`config.mk`:
```
export PLATFORM = sky130hd
export DESIGN_NAME = pll_usb_reset_ctrl
export DESIGN_NICKNAME = d
export VERILOG_FILES = /design/src/rtl/pll_usb_pkg.sv /design/src/rtl/pll_usb_reset_ctrl_sync.sv /design/src/rtl/pll_usb_reset_ctrl.sv
export SDC_FILE = /design/constraint.sdc
export NUM_CORES = 1
export LEC_CHECK = 0
export BUFFER_PORTS_ARGS = -buffer_cell sky130_fd_sc_hd__buf_4
export CAP_MARGIN = 20
export CORE_UTILIZATION = 55
export CTS_BUF_LIST = sky130_fd_sc_hd__clkbuf_16
export DETAILED_ROUTE_END_ITERATION = 7
export MAX_ROUTING_LAYER = met4
export PLACE_DENSITY = 0.73
export REMOVE_ABC_BUFFERS = 1
export SETUP_SLACK_MARGIN = 0.5
export SYNTH_ARGS = -nofsm -noshare
export SYNTH_HDL_FRONTEND = slang
export SYNTH_SLANG_ARGS = --single-unit
```
`constraint.sdc`:
```
create_clock -name clk -period 2.6 [get_ports clk]
set_clock_uncertainty 0.15 [all_clocks]
set_input_delay 0.52 -clock clk [delete_from_list [all_inputs] [get_ports clk]]
set_output_delay 0.52 -clock clk [all_outputs]
set_load 0.05 [all_outputs]
```
`src/rtl/pll_usb_pkg.sv`:
```
// pll_usb_pkg: shared types and constants for the USB PLL
// reset controller.
package pll_usb_pkg;

    typedef enum logic [1:0] {
        S_WAIT_LOCK = 2'd0,
        S_HOLDOFF   = 2'd1,
        S_RUN       = 2'd2
    } state_t;

    localparam int EDGES_NOM  = 120;
    localparam int WINDOW_DEF = 1000;

    // Width that holds 0..n-1, never below one bit.
    function automatic int cnt_w(input int n);
        return (n < 2) ? 1 : $clog2(n);
    endfunction

endpackage

```
`src/rtl/pll_usb_reset_ctrl_sync.sv`:
```
// sync_ff: STAGES-deep single-bit synchronizer, async reset to 0.
// Used for both the PLL lock flag and the monitored clock.
module sync_ff #(
    parameter int STAGES = 2
) (
    input  logic clk,
    input  logic rst,
    input  logic d_i,
    output logic q_o
);

    logic [STAGES-1:0] sync_q;

    always_ff @(posedge clk or posedge rst) begin
        if (rst) begin
            sync_q <= '0;
        end else begin
            sync_q <= {sync_q[STAGES-2:0], d_i};
        end
    end

    assign q_o = sync_q[STAGES-1];

endmodule

```
`src/rtl/pll_usb_reset_ctrl.sv`:
```
// pll_usb_reset_ctrl: lock-filtered reset sequencer plus a
// windowed edge-count monitor on the 12 MHz PLL output.
module pll_usb_reset_ctrl
    import pll_usb_pkg::*;
#(
    parameter int SYNC_STAGES = 2,
    parameter int LOCK_FILTER = 16,
    parameter int HOLDOFF     = 1024,
    parameter int WINDOW      = WINDOW_DEF,
    parameter int EDGES_MIN   = EDGES_NOM - 5,
    parameter int EDGES_MAX   = EDGES_NOM + 5
) (
    input  logic       clk,
    input  logic       rst,
    input  logic       pll_locked,
    input  logic       clk_mon,
    input  logic       clear_flags,
    output logic       rst_out,
    output logic       ready,
    output logic       lock_lost,
    output logic       freq_fault,
    output logic [7:0] edge_count
);

    localparam int FW = cnt_w(LOCK_FILTER);
    localparam int HW = cnt_w(HOLDOFF);
    localparam int WW = cnt_w(WINDOW);

    localparam logic [FW-1:0] F_LAST = FW'(LOCK_FILTER - 1);
    localparam logic [HW-1:0] H_LAST = HW'(HOLDOFF - 1);
    localparam logic [WW-1:0] W_LAST = WW'(WINDOW - 1);

    state_t        state_q;
    logic [FW-1:0] fcnt_q;
    logic [HW-1:0] hcnt_q;
    logic [WW-1:0] wcnt_q;
    logic [7:0]    ecnt_q;
    logic [7:0]    ecnt_d;
    logic          mon_dly_q;
    logic          rst_out_q;
    logic          ready_q;
    logic          lock_lost_q;
    logic          freq_fault_q;
    logic [7:0]    edge_count_q;
    logic          lk_s;
    logic          mon_s;
    logic          mon_rise;
    logic          win_bad;

    sync_ff #(.STAGES(SYNC_STAGES)) u_sync_lock (
        .clk (clk),
        .rst (rst),
        .d_i (pll_locked),
        .q_o (lk_s)
    );

    sync_ff #(.STAGES(SYNC_STAGES)) u_sync_mon (
        .clk (clk),
        .rst (rst),
        .d_i (clk_mon),
        .q_o (mon_s)
    );

    assign mon_rise = mon_s & ~mon_dly_q;
    assign ecnt_d   = (ecnt_q == 8'hFF) ? 8'hFF
                                        : ecnt_q + {7'd0, mon_rise};
    assign win_bad  = (int'(ecnt_d) < EDGES_MIN) ||
                      (int'(ecnt_d) > EDGES_MAX);

    // Flag clears are issued first so a same-cycle set overrides them.
    always_ff @(posedge clk or posedge rst) begin
        if (rst) begin
            state_q      <= S_WAIT_LOCK;
            fcnt_q       <= '0;
            hcnt_q       <= '0;
            wcnt_q       <= '0;
            ecnt_q       <= '0;
            mon_dly_q    <= 1'b0;
            rst_out_q    <= 1'b1;
            ready_q      <= 1'b0;
            lock_lost_q  <= 1'b0;
            freq_fault_q <= 1'b0;
            edge_count_q <= '0;
        end else begin
            mon_dly_q <= mon_s;
            if (clear_flags) begin
                lock_lost_q  <= 1'b0;
                freq_fault_q <= 1'b0;
            end
            unique case (state_q)
                S_WAIT_LOCK: begin
                    if (!lk_s) begin
                        fcnt_q <= '0;
                    end else if (fcnt_q == F_LAST) begin
                        state_q <= S_HOLDOFF;
                        fcnt_q  <= '0;
                        hcnt_q  <= '0;
                    end else begin
                        fcnt_q <= fcnt_q + FW'(1);
                    end
                end
                S_HOLDOFF: begin
                    if (!lk_s) begin
                        state_q <= S_WAIT_LOCK;
                        fcnt_q  <= '0;
                    end else if (hcnt_q == H_LAST) begin
                        state_q   <= S_RUN;
                        rst_out_q <= 1'b0;
                        ready_q   <= 1'b1;
                        wcnt_q    <= '0;
                        ecnt_q    <= '0;
                    end else begin
                        hcnt_q <= hcnt_q + HW'(1);
                    end
                end
                S_RUN: begin
                    if (!lk_s) begin
                        state_q     <= S_WAIT_LOCK;
                        fcnt_q      <= '0;
                        rst_out_q   <= 1'b1;
                        ready_q     <= 1'b0;
                        lock_lost_q <= 1'b1;
                    end else if (wcnt_q == W_LAST) begin
                        wcnt_q       <= '0;
                        ecnt_q       <= '0;
                        edge_count_q <= ecnt_d;
                        if (win_bad) begin
                            freq_fault_q <= 1'b1;
                        end
                    end else begin
                        wcnt_q <= wcnt_q + WW'(1);
                        ecnt_q <= ecnt_d;
                    end
                end
                default: begin
                    state_q   <= S_WAIT_LOCK;
                    rst_out_q <= 1'b1;
                    ready_q   <= 1'b0;
                end
            endcase
        end
    end

    assign rst_out    = rst_out_q;
    assign ready      = ready_q;
    assign lock_lost  = lock_lost_q;
    assign freq_fault = freq_fault_q;
    assign edge_count = edge_count_q;

endmodule

```
# Word-level counts from Yosys, hierarchy flattened
# Cells that the tools add are included.
# Widths: inputs -> output; s select.
# classes
n_addsub	4
n_mul	0
n_div	0
magnitude_cmp	2
eq_ne	15
shifts	0
muxes	42
n_bitwise	3
n_reduce_logical	12
# op_table
cell	n
$mux 10	8
$mux 8	5
$pmux 10 s2	2
$add 10x1->10 const B	2
$eq 10x10->1 const B	2
$pmux 8 s2	1
$mux 1	14
$mux 4	3
$reduce_and 4->1	3
$mux 2	5
$ne 2x2->1 const B	5
$add 8x1->8	1
$eq 8x8->1 const B	1
$gt 8x7->1 const B	1
$lt 8x7->1 const B	1
$pmux 4 s2	1
$ne 2x1->1 const B	3
$pmux 1 s3	2
$pmux 2 s3	1
$reduce_bool 2->1	3
$reduce_and 5->1	1
$add 4x1->4 const B	1
$eq 4x4->1 const B	1
$ne 3x3->1 const B	1
9 further kinds	10
# word_totals
reg_bits	51
latchBits	0
ram_bits	0
romBits	0
inputBits	5
out_inout_bits	12
elab_cells	91
n_memories	0

# Logic depth before layout (Yosys ltp)
# Gate-level depths: netlist of the first run.
# depth
ltp_word	10
mapped_depth	9
mapped_depth_nobuf	8

# Hierarchy
# A second synthesis of the first run with hierarchy kept.
# unflattened
cells_unflattened	297
area_unflattened_um2	2750.1
# by_module_without_submodules
module	n_inst	cells_per_inst	area_each_um2	seq_area_each_um2
pll_usb_reset_ctrl	1	291	2642.5	1177.4
sync_ff	2	3	53.8	50.0

# Worst setup path after synthesis of the first run
# OpenSTA, ideal clock, no wires.
# synth_timing
kind	register -> register
from	reg hcnt_q[0]
to	reg wcnt_q[9]
setup_time_ns	0.096
arrival_ns	1.833
required_ns	2.354
path_slack_ns	0.522
path_stages_with_launch	7
n_path_buf	0
period_less_slack_ns	2.078
cell_sequence	dfrtp_1 -> ha_1 -> and4_4 -> nand3_4 -> a211o_1 -> or3_4 -> o31ai_1
# synth_between
elab_chain_len	3
# synth_rtl
element	line	text
from (decl)	pll_usb_reset_ctrl.sv:35	logic [HW-1:0] hcnt_q;
from (signal assigned)	pll_usb_reset_ctrl.sv:113	hcnt_q <= hcnt_q + HW'(1);
$eq 10x10->1	pll_usb_reset_ctrl.sv:106	end else if (hcnt_q == H_LAST) begin
$ne 2x2->1 (no line)	n/a	
$reduce_and 4->1 (no line)	n/a	
to (signal assigned)	pll_usb_reset_ctrl.sv:131	wcnt_q <= wcnt_q + WW'(1);
to (decl)	pll_usb_reset_ctrl.sv:36	logic [WW-1:0] wcnt_q;
# Every way passes these cells.
# A chain may end at the register's enable or synchronous reset.

# Final worst setup path of the first run
# layout_timing
from	reg hcnt_q[1]
to	reg wcnt_q[9]
# Same word-level chain as after synthesis.

==> flow_metrics.py, run 1 <==
metrics = {
    "sta": {
        "slew_viol_final": 0,
        "fin_crit_sh": 0.7762,
        "hold_viol_final": 0,
        "worst_slack_ps": 581.8,
        "finalSetupViolCount": 0,
        "rsz0062_at_grt": "no",
        "max_freq_ghz": 0.4955,
        "worst_pin_slew_ps": 506.4,
        "max_slew_margin": 0.6612,
        "fin_crit_ps": 2018,
        "final.setup.tns_ps": 0,
    },
    "logic_synthesis": {
        "ys_ff_latch": 51,
        "synth_ff_type": "dfrtp_1",
        "synth_most_common_cell": "dfrtp_1",
        "yosysUniqueCellTypes": 53,
        "synth_area_leaders": "dfrtp_1 (45%), o21ai_0 (5.4%), a21oi_1 (4.7%), nand2_1 (4.6%), nor2_1 (3.8%)",
        "yosysTopAreaCell": "dfrtp_1",
        "synth-async-reset-ratio": 1.000,
        "synth_commonest_cells": "dfrtp_1 (50), nand2_1 (34), o21ai_0 (30)",
        "syn_area_sq_um": 2771,
        "yosys_warnings": 0,
        "synth_edf_count": 0,
        "synthCells": 302,
        "synth_area_per_cell_sq_um": 9.177,
        "synth_seq_area_share": 0.4609,
        "synth_top_area_frac": 0.4515,
    },
    "clock_network": {
        "cts_inserted_buffers": 5,
        "cts.sinks": 51,
        "htree_levels": 2,
        "clockBufferDepth": 2,
        "clk_latency_ps": 290,
        "cts.reportedPaths.clkPinSlew_ps": 70,
        "cts-root-buf": "clkbuf_16",
        "cts_tree": "built",
    },
    "placed_design": {
        "pre_cts_ws_ps": 300.8,
        "dpl.hpwl_mm": 4.063,
        "gp_congestion": 0.8461,
        "placed_cell_area_sq_um": 2954,
        "numPortBuffers": 16,
    },
    "floorplanning": {
        "initial_core_util": 0.5791,
        "ios": 17,
        "die_h_um": 72.99,
        "die_area_sq_um": 5327,
        "fp.coreArea_sq_um": 4786,
        "rows": 25,
        "die_w_um": 72.99,
    },
    "detailed_routing": {
        "vias_per_cell": 5.900,
        "wl_mm": 6.302,
        "ant_nets": 0,
        "drt_first_pass_iters": 5,
        "drc": 0,
        "drt-initial-drc-count": 361,
        "vias": 2372,
        "routedWlPerCell_um": 15.68,
    },
    "layout": {
        "layout.nets": 347,
        "antennaDiodeCount": 0,
        "fin_area_sq_um": 3312,
        "syn2layout_area_growth_pct": 19.50,
        "drive_gt1_frac": 0.2179,
        "final_core_utilization": 0.6920,
    },
    "setup_path": {
        "rr_worst_depth": 6,
        "reg2reg_to": "wcnt_q[9]$_DFFE_PP0P_",
        "crit_required_ps": 2650,
        "critPathKind": "reg -> reg",
        "r2r_setup_slack_ps": 580,
        "path_cells": "ha_4 > and4_4 > nand3_4 > a211o_4 > or3_4 > o31ai_1",
        "end_kind": "register",
        "critPathSlowestCell": "dfrtp_1",
        "arrival_ps": 2070,
        "max_stage_delay_ps": 390,
        "start_kind": "register",
        "worst_r2r_startpoint": "hcnt_q[1]$_DFFE_PP0P_",
        "path_max_fanout": 5,
    },
    "pwr": {
        "power_density_nw_per_um2": 446.4,
        "vdd_drop_max_mv": 0.2973,
        "p_leak_nw": 1.473,
    },
    "run": {
        "drv_cap": 0,
    },
    "global_routing": {
        "grt_start_max_net_pins": 31,
        "grt_pass1_vias": 2150,
        "grt_usage": 0.2595,
        "grt_pass1_wl_mm": 10.23,
        "grt-ovfl-total": 0,
        "antenna_found_initial": 0,
    },
    "outcome": {
        "status": "complete, no violations",
    },
    "worst_hold_path": {
        "hp-class": "in -> async",
    },
}
through the flow:
stage / hold slack (ps) / std cells / power (mW)
floorplan: 181.2 / 291 / 0.8462
global placement: 184.9 / 380 / 0.8630
detailed placement: 187.1 / 380 / 0.8662
CTS: 125.5 / 392 / 1.487
global route: 147.9 / 402 / 1.530
finish: 107.2 / 402 / 1.478
sequential cells by signal (all words and copies together) (netlist names):
name and flops:
ecnt_q 8, edge_count 8, fcnt_q 4, freq_fault 1, hcnt_q 10, lock_lost 1
mon_dly_q 1, ready 1, rst_out 1, state_q 2, u_sync_lock.sync_q 2, u_sync_mon.sync_q 2
wcnt_q 10
final cells by class:
type,instances,area (sq um)
repair buffers,36,282.8
clock buffers,5,125.1
clock inverters,3,11.26
fillers,367,1474
multi-input cells,229,1489
flip-flops and latches,51,1279
inverters,11,41.29
well taps,67,83.83
kinds of logic after synthesis:
family	share of synthesized area
adders and majority gates	0.03612
xor gates and xnor gates	0.02212
buffers and inverters	0.04334
AOI/OAI and AO/OA	0.1896
DFF	0.4609
and+or+nand+nor	0.2244
muxes	0.02348
layout by cell type, fill, tap and decap left out, types with 4 or more instances in the layout:
cell type / Yosys / final
nand2_1: 34 / 33
a31oi_1: 5 / 5
nor3_1: 6 / 6
inv_1: 11 / 10
nor2b_1: 5 / 5
o31ai_1: 8 / 7
nand4_1: 6 / 6
buf_4: 1 / 35
mux2_2: 4 / 4
nand3_1: 16 / 16
and3_1: 9 / 8
o21ai_0: 30 / 30
clkbuf_16: 0 / 5
dfrtp_1: 50 / 49
xor2_1: 5 / 5
a21oi_1: 26 / 26
nor2_1: 28 / 28
ha_4: 0 / 5
repair_timing:
| action | 4_1_cts | 5_1_grt |
|---|---|---|
| gates resized for setup | 8 | 14 |
| hold endpoints to repair | 0 | 0 |
| endpoints found under the setup margin | 13 | 28 |
| hold buffers | 0 | 0 |
| pin swaps | 5 | 7 |
| buffers inserted | 4 | 10 |
worst max-delay path: cells and delay by family, from the launching register on:
family	cells	cell delay, ps
AOI/OAI and AO/OA	2	530
adders and majority gates	1	170
DFF	1	390
and+or+nand+nor	3	700
per-layer routing:
metal / vias to the layer above / share of wire / routed length, um / global-route usage
met1: 1154 / 0.46 / 2905 / 0.3438
met5: - / 0 / 0 / -
met4: 0 / 0.0046 / 29 / 0.06100
li1: 1153 / - / - / -
met3: 5 / 0.043 / 271 / 0.05663
met2: 60 / 0.49 / 3096 / 0.4074
power by group:
| group | switching [mW] | total [mW] | internal, mW |
|---|---|---|---|
| Sequential | 0.00780 | 0.809 | 0.802 |
| Clock | 0.281 | 0.628 | 0.347 |
| Combinational | 0.0276 | 0.0413 | 0.0137 |
| Total | 0.316 | 1.48 | 1.16 |
worst max-delay path by stage:
stage / startpoint / to / slack [ps] / cells after the start
2_1_floorplan: hcnt_q[0]$_DFFE_PP0P_ / wcnt_q[9]$_DFFE_PP0P_ / 510 / 6
3_3_place_gp: hcnt_q[0]$_DFFE_PP0P_ / wcnt_q[7]$_DFFE_PP0P_ / 390 / 6
3_5_place_dp: hcnt_q[0]$_DFFE_PP0P_ / wcnt_q[7]$_DFFE_PP0P_ / 300 / 6
4_1_cts: hcnt_q[0]$_DFFE_PP0P_ / wcnt_q[7]$_DFFE_PP0P_ / 490 / 6
5_1_grt: state_q[1]$_DFFE_PP0P_ / wcnt_q[2]$_DFFE_PP0P_ / 440 / 6
6_report: hcnt_q[1]$_DFFE_PP0P_ / wcnt_q[9]$_DFFE_PP0P_ / 580 / 6
Power figures use the tool's default switching activity.
==> inputs of run 2 (changes only) <==
--- a/config.mk
+++ b/config.mk
@@ -7,11 +7,11 @@
 export LEC_CHECK = 0
 export BUFFER_PORTS_ARGS = -buffer_cell sky130_fd_sc_hd__buf_4
 export CAP_MARGIN = 20
-export CORE_UTILIZATION = 55
+export CORE_UTILIZATION = 54
 export CTS_BUF_LIST = sky130_fd_sc_hd__clkbuf_16
 export DETAILED_ROUTE_END_ITERATION = 7
 export MAX_ROUTING_LAYER = met4
-export PLACE_DENSITY = 0.73
+export PLACE_DENSITY = 0.75
 export REMOVE_ABC_BUFFERS = 1
 export SETUP_SLACK_MARGIN = 0.5
 export SYNTH_ARGS = -nofsm -noshare
==> constraint.sdc (replaced) <==
create_clock -name clk -period 1.8 [get_ports clk]
set_clock_uncertainty 0.15 [all_clocks]
set_input_delay 0.36 -clock clk [delete_from_list [all_inputs] [get_ports clk]]
set_output_delay 0.36 -clock clk [all_outputs]
set_load 0.05 [all_outputs]
==> flow_metrics.py, run 2 (synthesis results as in run 1) <==
metrics = {
    "global_routing": {
        "grt_start_max_net_pins": 32,
        "antenna_found_initial": 0,
        "grt_usage": 0.4011,
        "grt_pass1_vias": 3018,
        "grt_pass1_wl_mm": 15.56,
        "grt-ovfl-total": 0,
    },
    "detailed_routing": {
        "wl_mm": 13.12,
        "drt-initial-drc-count": 497,
        "routedWlPerCell_um": 27.33,
        "drc": 0,
        "vias_per_cell": 7.160,
        "drt_first_pass_iters": 6,
        "ant_nets": 0,
        "vias": 3437,
    },
    "floorplanning": {
        "die_h_um": 73.64,
        "initial_core_util": 0.5753,
        "ios": 17,
        "rows": 25,
        "fp.coreArea_sq_um": 4817,
        "die_w_um": 73.64,
        "die_area_sq_um": 5423,
    },
    "layout": {
        "seq_area_sq_um": 1277,
        "antennaDiodeCount": 0,
        "layout.nets": 425,
        "fillers": 160,
        "layout_common_cells": "buf_4 (70), dfrtp_1 (50), buf_6 (40)",
        "final_common_cell": "buf_4",
        "largestRegisters": "hcnt_q (10), wcnt_q (10)",
        "drive_gt1_frac": 0.5230,
        "syn2layout_area_growth_pct": 62.44,
        "multiInputGateArea_sq_um": 1907,
    },
    "setup_path": {
        "rr_worst_depth": 7,
        "end_kind": "register",
        "path_max_fanout": 8,
        "critPathKind": "reg -> reg",
        "arrival_ps": 2290,
        "crit_required_ps": 1830,
        "r2r_setup_slack_ps": -460,
        "reg2reg_to": "ecnt_q[0]$_DFFE_PP0P_",
        "worst_r2r_startpoint": "state_q[1]$_DFFE_PP0P_",
        "critPathLaunch": "state_q[1]$_DFFE_PP0P_",
        "start_kind": "register",
    },
    "sta": {
        "max_freq_ghz": 0.4431,
        "worst_slack_ps": -456.6,
        "rsz0062_at_grt": "yes",
        "hold_viol_final": 0,
        "fin_crit_ps": 2257,
        "slew_viol_final": 0,
        "worst_pin_slew_ps": 537.1,
        "finalSetupViolCount": 38,
        "final.setup.tns_ps": -9526,
        "max_slew_margin": 0.6419,
        "fin_crit_sh": 1.254,
        "hold_slack_ps": 22.26,
    },
    "clock_network": {
        "cts.reportedPaths.clkPinSlew_ps": 70,
        "clockBufferDepth": 2,
        "cts-root-buf": "clkbuf_16",
        "clk_latency_ps": 300,
        "cts_inserted_buffers": 5,
        "htree_levels": 2,
        "cts_tree": "built",
        "cts.sinks": 51,
    },
    "pwr": {
        "vdd_drop_max_mv": 0.5677,
        "p_leak_nw": 2.021,
        "power_density_nw_per_um2": 527.2,
        "total_power_mw": 2.373,
    },
    "placed_design": {
        "dpl.hpwl_mm": 4.610,
        "gp_congestion": 0.9299,
        "numPortBuffers": 16,
        "pre_cts_ws_ps": -250.0,
    },
    "worst_hold_path": {
        "hold_depth": 1,
        "min_to": "u_sync_mon.sync_q[0]$_DFF_PP0_",
        "hp-class": "in -> reg",
        "timing.hold.worst.start": "clk_mon",
    },
    "outcome": {
        "violations": "setup timing",
        "status": "finished, violations left",
    },
    "run": {
        "drv_cap": 0,
    },
}
==> run 2: cell count changes in the layout (fill, tap and decap cells not counted), sizes merged <==
cell | before | now
dlygate4sd3 | 0 | 1
inv | 12 | 11
a21o | 1 | 2
buf | 36 | 112
bufinv | 0 | 1
==> run 2: how the worst max path moves through the flow <==
| stage | endpoint | depth (start not counted) |
|---|---|---|
| floorplan | wcnt_q[9]$_DFFE_PP0P_ | 6 |
| global placement | freq_fault$_DFF_PP0_ | 8 |
| detailed placement | freq_fault$_DFF_PP0_ | 8 |
| CTS | freq_fault$_DFF_PP0_ | 8 |
| global route | ecnt_q[0]$_DFFE_PP0P_ | 7 |
| finish | ecnt_q[0]$_DFFE_PP0P_ | 7 |
==> run 2: worst max-delay path, cell delays in order (launching register included) <==
cell	delay (ps)
dfrtp_1	430
inv_2	100
ha_2	260
nand4_1	270
buf_4	250
a21o_4	230
buf_6	150
o31ai_1	280
==> run 2: final cells by class <==
cell class                      count  share of cell area
Tap cell                           67             0.01862
Clock inverter                      3            0.008616
Clock buffer                        5             0.02779
Sequential cell                    51              0.2838
Inverter                           11             0.01084
Timing Repair Buffer              113              0.2268
Multi-Input combinational cell    230              0.4236
==> run 2: what timing repair did <==
action,in CTS,in global routing
pin swaps,46,21
hold buffers,1,0
gates cloned,2,0
endpoints found under the hold margin,19,0
resized for setup,126,58
buffers inserted,20,14
endpoints found under the setup margin,58,58
==> run 2: metal layers <==
layer	routed length, um	track usage
met5	0	-
met4	1228	0.2308
met3	1495	0.08505
met2	5863	0.6218
met1	4528	0.4840
==> run 2: report_power, final <==
| group | switching, mW | internal (mW) | leakage (nW) | total (mW) |
|---|---|---|---|---|
| Sequential | 0.0153 | 1.16 | 0.695 | 1.17 |
| Combinational | 0.0596 | 0.0290 | 1.24 | 0.0886 |
| Clock | 0.462 | 0.651 | 0.0812 | 1.11 |
==> run 2: through the flow <==
stage / cells / utilization / instance area (sq um)
after detailed placement: 435 / 0.6964 / 3354
after CTS: 466 / 0.8577 / 4131
final: 480 / 0.9345 / 4502
after global routing: 480 / 0.9345 / 4502
after floorplan: 291 / - / 2693
after global placement: 435 / 0.6964 / 3354
==> inputs of run 3 (changes only) <==
--- a/config.mk
+++ b/config.mk
@@ -8,12 +8,12 @@
 export BUFFER_PORTS_ARGS = -buffer_cell sky130_fd_sc_hd__buf_4
 export CAP_MARGIN = 20
 export CORE_UTILIZATION = 54
-export CTS_BUF_LIST = sky130_fd_sc_hd__clkbuf_16
 export DETAILED_ROUTE_END_ITERATION = 7
 export MAX_ROUTING_LAYER = met4
 export PLACE_DENSITY = 0.75
 export REMOVE_ABC_BUFFERS = 1
 export SETUP_SLACK_MARGIN = 0.5
+export SLEW_MARGIN = 40
 export SYNTH_ARGS = -nofsm -noshare
 export SYNTH_HDL_FRONTEND = slang
 export SYNTH_SLANG_ARGS = --single-unit
==> flow_metrics.py, run 3 (synthesis results as in run 1) <==
metrics = {
    "outcome": {
        "status": "finished, violations left",
        "violations": "setup timing",
    },
    "global_routing": {
        "grt_usage": 0.3403,
        "grt_pass1_wl_mm": 13.34,
        "grt_start_max_net_pins": 32,
        "antenna_found_initial": 0,
        "grt_pass1_vias": 2791,
        "grt-ovfl-total": 0,
    },
    "sta": {
        "hold_viol_final": 0,
        "hold_slack_ps": 208.6,
        "worst_slack_ps": -264.8,
        "max_slew_margin": 0.6659,
        "slew_viol_final": 0,
        "worst_pin_slew_ps": 501.1,
        "fin_crit_sh": 1.147,
        "finalSetupViolCount": 36,
        "fin_crit_ps": 2065,
        "rsz0062_at_grt": "yes",
        "max_freq_ghz": 0.4843,
        "final.setup.tns_ps": -5130,
    },
    "detailed_routing": {
        "vias_per_cell": 6.483,
        "drt-initial-drc-count": 480,
        "routedWlPerCell_um": 22.30,
        "wl_mm": 10.66,
        "ant_nets": 0,
        "drt_first_pass_iters": 6,
        "vias": 3099,
        "drc": 0,
    },
    "clock_network": {
        "cts.reportedPaths.clkPinSlew_ps": 100,
        "clockBufferDepth": 2,
        "htree_levels": 2,
        "cts-root-buf": "clkbuf_8",
        "cts_inserted_buffers": 5,
        "cts.sinks": 51,
        "cts_tree": "built",
        "clk_latency_ps": 320,
    },
    "setup_path": {
        "critPathSlowestCell": "dfrtp_1",
        "critPathTopFamily": "simple AND/OR/NAND/NOR gates",
        "critPathBufInv": 2,
        "end_kind": "register",
        "path_max_fanout": 5,
        "arrival_ps": 2140,
        "path_cells": "ha_2 > and4_4 > nand4_1 > buf_4 > a21oi_4 > buf_6 > a21oi_2 > a21oi_1",
        "critPathKind": "reg -> reg",
        "crit_required_ps": 1880,
        "start_kind": "register",
        "max_stage_delay_ps": 370,
    },
    "layout": {
        "layout_common_cells": "buf_4 (71), dfrtp_1 (48), buf_6 (37)",
        "final_common_cell": "buf_4",
        "drive_gt1_frac": 0.5182,
        "final_core_utilization": 0.9096,
        "fillers": 187,
        "largestRegisters": "hcnt_q (10), wcnt_q (10)",
        "layout.nets": 423,
        "antennaDiodeCount": 0,
        "fin_area_sq_um": 4382,
        "syn2layout_area_growth_pct": 58.10,
    },
    "pwr": {
        "power_density_nw_per_um2": 483.2,
        "p_leak_nw": 1.969,
        "vdd_drop_max_mv": 0.5856,
    },
    "floorplanning": {
        "initial_core_util": 0.5753,
        "fp.coreArea_sq_um": 4817,
        "ios": 17,
        "die_h_um": 73.64,
        "die_w_um": 73.64,
        "die_area_sq_um": 5423,
        "rows": 25,
    },
    "placed_design": {
        "pre_cts_ws_ps": -250.0,
        "placed_cell_area_sq_um": 3354,
        "gp_congestion": 0.9299,
        "dpl.hpwl_mm": 4.610,
        "numPortBuffers": 16,
    },
    "worst_hold_path": {
        "hp-class": "reg -> reg",
    },
    "run": {
        "drv_cap": 0,
    },
}
run 3: layout make-up:
class                   count  area, sq um  area share
multi-input cells         229         1859      0.4243
clock inverters             2        35.03    0.007995
flip-flops and latches     51         1280      0.2921
well taps                  67        83.83     0.01913
clock buffers               6        82.58     0.01885
inverters                  11        46.29     0.01057
repair buffers            112        994.7      0.2270
run 3: stage by stage:
step / cells / total power [mW]
2_1_floorplan: 291 / 1.222
3_3_place_gp: 435 / 1.247
3_5_place_dp: 435 / 1.249
4_1_cts: 461 / 2.085
5_1_grt: 478 / 2.159
6_report: 478 / 2.117
run 3: worst paths after layout:
kind / slack (ps) / end / start / cells past startpoint
setup / recovery: -260 / ecnt_q[4]$_DFFE_PP0P_ / hcnt_q[1]$_DFFE_PP0P_ / 8
hold / removal: 210 / u_sync_lock.sync_q[1]$_DFF_PP0_ / u_sync_lock.sync_q[0]$_DFF_PP0_ / 0
hold reg to reg: 210 / u_sync_lock.sync_q[1]$_DFF_PP0_ / u_sync_lock.sync_q[0]$_DFF_PP0_ / 0
max in group asynchronous: 660 / ecnt_q[2]$_DFFE_PP0P_ / rst / 4
setup reg to reg: -260 / ecnt_q[4]$_DFFE_PP0P_ / hcnt_q[1]$_DFFE_PP0P_ / 8
min in group asynchronous: 490 / hcnt_q[4]$_DFFE_PP0P_ / rst / 4
run 3: repair_timing:
action	in CTS	in global routing
cloned	1	0
buffers inserted	16	15
pin swaps	42	25
hold buffers	1	2
endpoints found under the setup margin	58	58
gates resized for setup	105	62
hold endpoints to repair	41	2
run 3: routing by layer:
metal | part of all wire | vias up | wire length (um) | GRT usage
li1 | - | 1310 | - | -
met1 | 0.37 | 1468 | 3942 | 0.4189
met5 | 0 | - | 0 | -
met3 | 0.098 | 56 | 1045 | 0.07956
met4 | 0.050 | 0 | 537 | 0.1645
met2 | 0.48 | 265 | 5133 | 0.5280
run 3: where the power goes:
| part | internal, mW | total [mW] | switching, mW |
|---|---|---|---|
| Clock | 0.451 | 0.860 | 0.409 |
| Sequential | 1.16 | 1.17 | 0.0146 |
| Combinational | 0.0317 | 0.0863 | 0.0545 |
